$ cat src/rtl/fetch_pkg.sv
// Shared pipeline definitions: opcode constants, the bubble instruction and the fetch FSM states.
package fetch_pkg;

  localparam int OPCODE_W = 6;

  localparam logic [OPCODE_W-1:0] OP_NOP = 6'h00;
  localparam logic [OPCODE_W-1:0] OP_ALU = 6'h01;
  localparam logic [OPCODE_W-1:0] OP_LDI = 6'h02;
  localparam logic [OPCODE_W-1:0] OP_LD  = 6'h03;
  localparam logic [OPCODE_W-1:0] OP_ST  = 6'h04;
  localparam logic [OPCODE_W-1:0] OP_BR  = 6'h05;

  // NOP opcode with every operand/control field zero, so decode drives nothing active.
  localparam logic [15:0] BUBBLE_INSTR = {OP_NOP, 10'h000};

  typedef enum logic [1:0] {
    ST_IDLE,
    ST_REQ,
    ST_HOLD
  } fetch_state_t;

endpackage

$ cat src/rtl/fetch_if.sv
// Instruction-memory request/response bus between the fetch unit (master) and memory (slave).
interface fetch_if #(
  parameter int ADDR_W  = 16,
  parameter int INSTR_W = 16
);
  logic               imem_req;
  logic [ADDR_W-1:0]  imem_addr;
  logic [INSTR_W-1:0] imem_rdata;
  logic               imem_valid;

  modport master (output imem_req, imem_addr, input imem_rdata, imem_valid);
  modport slave  (input imem_req, imem_addr, output imem_rdata, imem_valid);
endinterface

$ cat src/rtl/fetch_hold_buf.sv
// One-entry word+pc buffer that parks a fetched word while the IF/ID register is stalled.
module fetch_hold_buf #(
  parameter int ADDR_W  = 16,
  parameter int INSTR_W = 16
) (
  input  logic               clk,
  input  logic               rst,
  input  logic               load,
  input  logic [INSTR_W-1:0] word_in,
  input  logic [ADDR_W-1:0]  pc_in,
  output logic [INSTR_W-1:0] word,
  output logic [ADDR_W-1:0]  pc
);

  always_ff @(posedge clk) begin
    if (rst) begin
      word <= '0;
      pc   <= '0;
    end else if (load) begin
      word <= word_in;
      pc   <= pc_in;
    end
  end

endmodule

$ cat src/rtl/fetch_unit.sv
// Instruction fetch stage: single-outstanding memory requests, IF/ID register, stall buffer, immediate capture.
// Optional FETCH_PERF_CNT_EN adds saturating fetched/bubble counters.
module fetch_unit
  import fetch_pkg::*;
#(
  parameter int ADDR_W  = 16,
  parameter int INSTR_W = 16
) (
  input  logic               clk,
  input  logic               rst,
  fetch_if.master            bus,
  input  logic               stall,
  input  logic               flush,
  output logic [INSTR_W-1:0] if_id_instr,
  output logic [ADDR_W-1:0]  if_id_pc,
  output logic               if_id_valid,
  output logic [INSTR_W-1:0] imm_word,
  output logic               imm_valid
`ifdef FETCH_PERF_CNT_EN
  ,
  output logic [15:0]        perf_fetched,
  output logic [15:0]        perf_bubbles
`endif
);

  localparam logic [INSTR_W-1:0] BUBBLE = {OP_NOP, {(INSTR_W-OPCODE_W){1'b0}}};

  fetch_state_t       state, state_nxt;
  logic [ADDR_W-1:0]  pc;
  logic               imm_pending;
  logic               accept, have_word, take_imm, buf_load;
  logic [INSTR_W-1:0] hold_word, word_sel;
  logic [ADDR_W-1:0]  hold_pc, pc_sel;

  fetch_hold_buf #(.ADDR_W(ADDR_W), .INSTR_W(INSTR_W)) u_hold (
    .clk     (clk),
    .rst     (rst),
    .load    (buf_load),
    .word_in (bus.imem_rdata),
    .pc_in   (pc),
    .word    (hold_word),
    .pc      (hold_pc)
  );

  assign bus.imem_req  = (state == ST_REQ);
  assign bus.imem_addr = pc;

  // A word is available either straight off the bus or from the stall buffer.
  assign accept    = (state == ST_REQ) && bus.imem_valid;
  assign have_word = accept || (state == ST_HOLD);
  assign word_sel  = (state == ST_HOLD) ? hold_word : bus.imem_rdata;
  assign pc_sel    = (state == ST_HOLD) ? hold_pc : pc;
  assign take_imm  = have_word && (flush || imm_pending);

  always_ff @(posedge clk) begin
    if (rst) state <= ST_IDLE;
    else     state <= state_nxt;
  end

  always_comb begin
    state_nxt = state;
    buf_load  = 1'b0;
    unique case (state)
      ST_IDLE: state_nxt = ST_REQ;
      ST_REQ: begin
        if (accept && !take_imm && stall) begin
          state_nxt = ST_HOLD;
          buf_load  = 1'b1;
        end
      end
      ST_HOLD: begin
        if (take_imm || !stall) state_nxt = ST_REQ;
      end
      default: state_nxt = ST_IDLE;
    endcase
  end

  always_ff @(posedge clk) begin
    if (rst) begin
      pc          <= '0;
      imm_pending <= 1'b0;
      imm_word    <= '0;
      imm_valid   <= 1'b0;
      if_id_instr <= BUBBLE;
      if_id_pc    <= '0;
      if_id_valid <= 1'b0;
    end else begin
      imm_valid <= 1'b0;
      if (accept) pc <= pc + ADDR_W'(1);
      // Immediates never enter IF/ID as valid; flush outranks stall on the register.
      if (take_imm) begin
        imm_word    <= word_sel;
        imm_valid   <= 1'b1;
        imm_pending <= 1'b0;
        if_id_instr <= BUBBLE;
        if_id_pc    <= pc_sel;
        if_id_valid <= 1'b0;
      end else if (flush && !imm_pending) begin
        imm_pending <= 1'b1;
        if_id_instr <= BUBBLE;
        if_id_valid <= 1'b0;
      end else if (!stall) begin
        if (have_word) begin
          if_id_instr <= word_sel;
          if_id_pc    <= pc_sel;
          if_id_valid <= 1'b1;
        end else begin
          if_id_instr <= BUBBLE;
          if_id_valid <= 1'b0;
        end
      end
    end
  end

`ifdef FETCH_PERF_CNT_EN
  function automatic logic [15:0] sat_inc16(input logic [15:0] v);
    return (v == 16'hFFFF) ? v : v + 16'd1;
  endfunction

  always_ff @(posedge clk) begin
    if (rst) begin
      perf_fetched <= '0;
      perf_bubbles <= '0;
    end else begin
      if (accept && !take_imm) perf_fetched <= sat_inc16(perf_fetched);
      if ((state != ST_IDLE) && !if_id_valid) perf_bubbles <= sat_inc16(perf_bubbles);
    end
  end
`endif

endmodule

$ cat src/flat_wrapper.sv
// flat-port wrapper written by rule: the top's interface ports become plain ports
module fetch_unit_flat import fetch_pkg::*;
#(
  parameter int ADDR_W  = 16,
  parameter int INSTR_W = 16
)
  (clk, rst, stall, flush, if_id_instr, if_id_pc, if_id_valid, imm_word, imm_valid, bus_imem_req, bus_imem_addr, bus_imem_rdata, bus_imem_valid);
  fetch_if #(.ADDR_W(ADDR_W), .INSTR_W(INSTR_W)) bus_i ();
  input  logic clk;
  input  logic rst;
  input  logic stall;
  input  logic flush;
  output logic [INSTR_W-1:0] if_id_instr;
  output logic [ADDR_W-1:0] if_id_pc;
  output logic if_id_valid;
  output logic [INSTR_W-1:0] imm_word;
  output logic imm_valid;
  output wire logic [$bits(bus_i.imem_req)-1:0] bus_imem_req;
  output wire logic [$bits(bus_i.imem_addr)-1:0] bus_imem_addr;
  input wire logic [$bits(bus_i.imem_rdata)-1:0] bus_imem_rdata;
  input wire logic [$bits(bus_i.imem_valid)-1:0] bus_imem_valid;
  assign bus_imem_req = bus_i.imem_req;
  assign bus_imem_addr = bus_i.imem_addr;
  assign bus_i.imem_rdata = bus_imem_rdata;
  assign bus_i.imem_valid = bus_imem_valid;
  fetch_unit #(.ADDR_W(ADDR_W), .INSTR_W(INSTR_W)) u_core (.clk(clk), .rst(rst), .bus(bus_i), .stall(stall), .flush(flush), .if_id_instr(if_id_instr), .if_id_pc(if_id_pc), .if_id_valid(if_id_valid), .imm_word(imm_word), .imm_valid(imm_valid));
endmodule
$ cat config.mk
export PLATFORM = sky130hd
export DESIGN_NAME = fetch_unit_flat
export DESIGN_NICKNAME = d
export VERILOG_FILES = /design/src/rtl/fetch_pkg.sv /design/src/rtl/fetch_if.sv /design/src/rtl/fetch_hold_buf.sv /design/src/rtl/fetch_unit.sv /design/src/flat_wrapper.sv
export SDC_FILE = /design/constraint.sdc
export NUM_CORES = 1
export LEC_CHECK = 0
export ABC_CLOCK_PERIOD_IN_PS = 1700
export BUFFER_PORTS_ARGS = -buffer_cell sky130_fd_sc_hd__buf_2
export CAP_MARGIN = 20
export CORE_MARGIN = 2
export CORE_UTILIZATION = 50
export CTS_BUF_LIST = sky130_fd_sc_hd__clkbuf_2 sky130_fd_sc_hd__clkbuf_4 sky130_fd_sc_hd__clkbuf_8
export CTS_CLUSTER_SIZE = 40
export DETAILED_ROUTE_END_ITERATION = 16
export PLACE_DENSITY_LB_ADDON = 0.2
export REMOVE_ABC_BUFFERS = 1
export SLEW_MARGIN = 15
export SYNTH_ARGS = -nofsm -noshare
export SYNTH_HDL_FRONTEND = slang
export SYNTH_SLANG_ARGS = --single-unit
$ cat constraint.sdc
create_clock -name clk -period 1.7 [get_ports clk]
set_input_delay 0.255 -clock clk [delete_from_list [all_inputs] [get_ports clk]]
set_output_delay 0.255 -clock clk [all_outputs]
set_load 0.1 [all_outputs]
==> out/summary.txt <==
Status -> finished, final reports clean
#FFs+latches synth -> 101
1st-pass router iterations -> 5
WP buf/inv -> 2
Startpoint types -> flop
Primary FF master, synth -> dfxtp_1
Initial Util -> 50.8%
Global-route wire length before repair -> 16.7 mm
Routed vias/inst -> 5.47
Maximum vdd drop -> 0.399 mV
Core footprint -> 0.00809 mm2
DPL Wire Length -> 6.84 mm
Fin area -> 0.00502 mm2
Synth top area share -> 49.1%
Post-route minimum period -> 1.61 ns
TritonCTS clock tree -> yes
Final #Nets -> 613
Final ANT Viol Nets -> 0
Final setup viols -> 0
Synth area leaders -> dfxtp_1 (49%), nand2_1 (12%), a311oi_1 (6.8%)
Slew HR -> 66.7%
Cells after synthesis -> 506
DRC Markers -> 0
Wire length on met1 -> 4.66 mm
All-Layer GR Usage -> 23.6%
Gr ovfl total -> 0
Layout fillers -> 758
Initial drt markers -> 244
Layout area overhead -> 22.1%
Max incr delay on CP -> 0.37 ns
I/O Buffers -> 87
GPL Wtd Cong -> 0.845
Die area -> 0.00897 mm2
Placed Instance Area -> 0.00480 mm2
Register area -> 0.00203 mm2
Min-delay worst type -> input port to flop
Root buf cell -> clkbuf_8
Die width -> 94.7 um
Worst setup margin -> 0.0888 ns
Mapped Area -> 0.00411 mm2
Fmax -> 621 MHz
Crit end category -> output pin
Setup_tns -> 0 ns
CP required -> 1.44 ns
Place WS -> 0.0217 ns
Top delay family on crit path -> flip-flops
Hold slack -> 0.145 ns
Ys async rst share -> 0%
Via count -> 3,833
Site Rows -> 33
Crit-path slowest cell -> dfxtp_2
Crit path DAT -> 1.36 ns
Multi-input gate area in the final layout -> 0.00192 mm2
Distinct cells, synth -> 39
Cell taking the most area after synthesis -> dfxtp_1
Power Density -> 995 mW/mm2
Crit Path Max Fanout -> 6
Vias in the first global route -> 3,464
Met3 wire length -> 513 um
Routed wire length -> 10.3 mm
Top sig layer -> met4
CTS sink cnt -> 101
Most frequent cell after synthesis -> nand2_1
Routed len/inst -> 14.7 um
Maxcap violations -> 0
Post-synth EDFFs -> 0
Hold Fails Final Rpt -> 0
Clock-pin slew on the worst setup and hold paths -> 0.10 ns
Slew @ Worst Pin -> 0.503 ns
Clock Path Buffers -> 2
Fin crit share -> 94.8%
Pleak -> 0.00194 uW
Overall Power -> 5000 uW
Yosys warning count -> 0
Clock latency at the later pin of the worst-skew pair -> 0.37 ns
Clk_skew -> 0.0105 ns
# diodes -> 0
Worst path cell trace -> buf_4, nor2b_1, buf_12
Die Span Y -> 94.7 um
Initial antenna violation count -> 0
# IOs -> 88
# H-tree levels -> 3
Syn_area_per_cell -> 8.13 um2
RSZ-0062 raised after global routing -> false
Crit Path Category -> flop to output pin
Met2 WL -> 5.02 mm
Commonest cells in the netlist -> nand2_1 (134), dfxtp_1 (101), a21oi_1 (46)
Fin. max-slew vios -> 0
CTS buffer count -> 9
Share of layout cells above drive strength 1 -> 25.3%
Sequential area share after synthesis -> 49.1%
Largest net degree at the start of global routing -> 85
[sequential cells by signal (all words and copies together) (netlist names)]
signal / cells
u_core.if_id_valid: 1
u_core.if_id_instr: 16
u_core.u_hold.word: 16
u_core.imm_word: 16
u_core.if_id_pc: 16
u_core.imm_pending: 1
u_core.u_hold.pc: 16
u_core.state: 2
u_core.bus.imem_addr: 16
u_core.imm_valid: 1
[worst min-delay path, cell delays in order]
cell	delay, ns
buf_2	0.12
nand2_1	0.05
a21oi_1	0.05
[stage by stage]
stage,util (%),cells
after floorplan,-,461
after global placement,59.3,685
after detailed placement,59.3,685
after CTS,61.6,701
after global routing,62.1,701
final,62.1,701
[kinds of logic after synthesis]
kind of cell    Yosys count  synth area share (%)
buf+inv                  47                  4.96
compound gates          109                  18.2
xor+xnor                  5                  1.06
flops                   101                  49.1
fa+ha+maj                 1                 0.304
simple gates            243                  26.3
[per-layer routing]
layer,global-route usage [%],vias up
li1,-,1931
met1,31.2,1794
met2,39.0,96
met3,4.63,12
met4,7.37,0
met5,0,-
[layout by cell type (no fill, tap or decap), types with 2 or more instances in the layout]
cell type | synthesis | final
nand2_1 | 134 | 134
dfxtp_1 | 101 | 97
buf_2 | 12 | 86
a21oi_1 | 46 | 46
nor2_1 | 39 | 39
a311oi_1 | 32 | 31
buf_4 | 2 | 27
nor2b_1 | 19 | 18
nor3_1 | 18 | 18
a221oi_1 | 16 | 16
clkbuf_8 | 0 | 11
nand3_1 | 8 | 7
o21ai_0 | 7 | 7
or3_1 | 7 | 7
buf_12 | 0 | 5
dfxtp_2 | 0 | 4
o31ai_1 | 3 | 3
or4_1 | 3 | 3
xnor2_1 | 3 | 3
or2_4 | 0 | 2
a211oi_1 | 2 | 2
inv_1 | 2 | 2
nand4_1 | 2 | 2
xor2_1 | 2 | 2
clkinvlp_4 | 0 | 2
clkinv_4 | 0 | 2
[path summary, 6_finish.rpt]
kind	endpoint	slack (ns)	start	depth (start not counted)
max reg2reg	u_core.bus.imem_addr[15]$_SDFFE_PP0P_	0.10	u_core.bus.imem_addr[6]$_SDFFE_PP0P_	4
min reg2reg	u_core.u_hold.pc[9]$_SDFFE_PP0P_	0.46	u_core.u_hold.pc[9]$_SDFFE_PP0P_	2
min	u_core.u_hold.word[6]$_SDFFE_PP0P_	0.15	bus_imem_rdata[6]	3
max	bus_imem_req	0.09	u_core.state[0]$_SDFFE_PP0P_	3
[power breakdown]
group	switching [uW]	internal, uW
clock network	833	635
registers	47.0	2450
logic	818	213
[layout make-up]
cell class,count,area share (%)
timing repair buffer,119,14.9
multi-input combinational,358,38.2
inverter,2,0.149
clock buffer,12,3.16
clock inverter,4,0.648
tap,105,2.62
sequential,101,40.3
[what timing repair did]
item / 4_1_cts / 5_1_grt
buffers inserted: 0 / 0
hold buffers: 0 / 0
endpoints found under the setup margin: 0 / 53
resized for setup: 0 / 12
No activity file was read; power rests on OpenSTA's default activity.
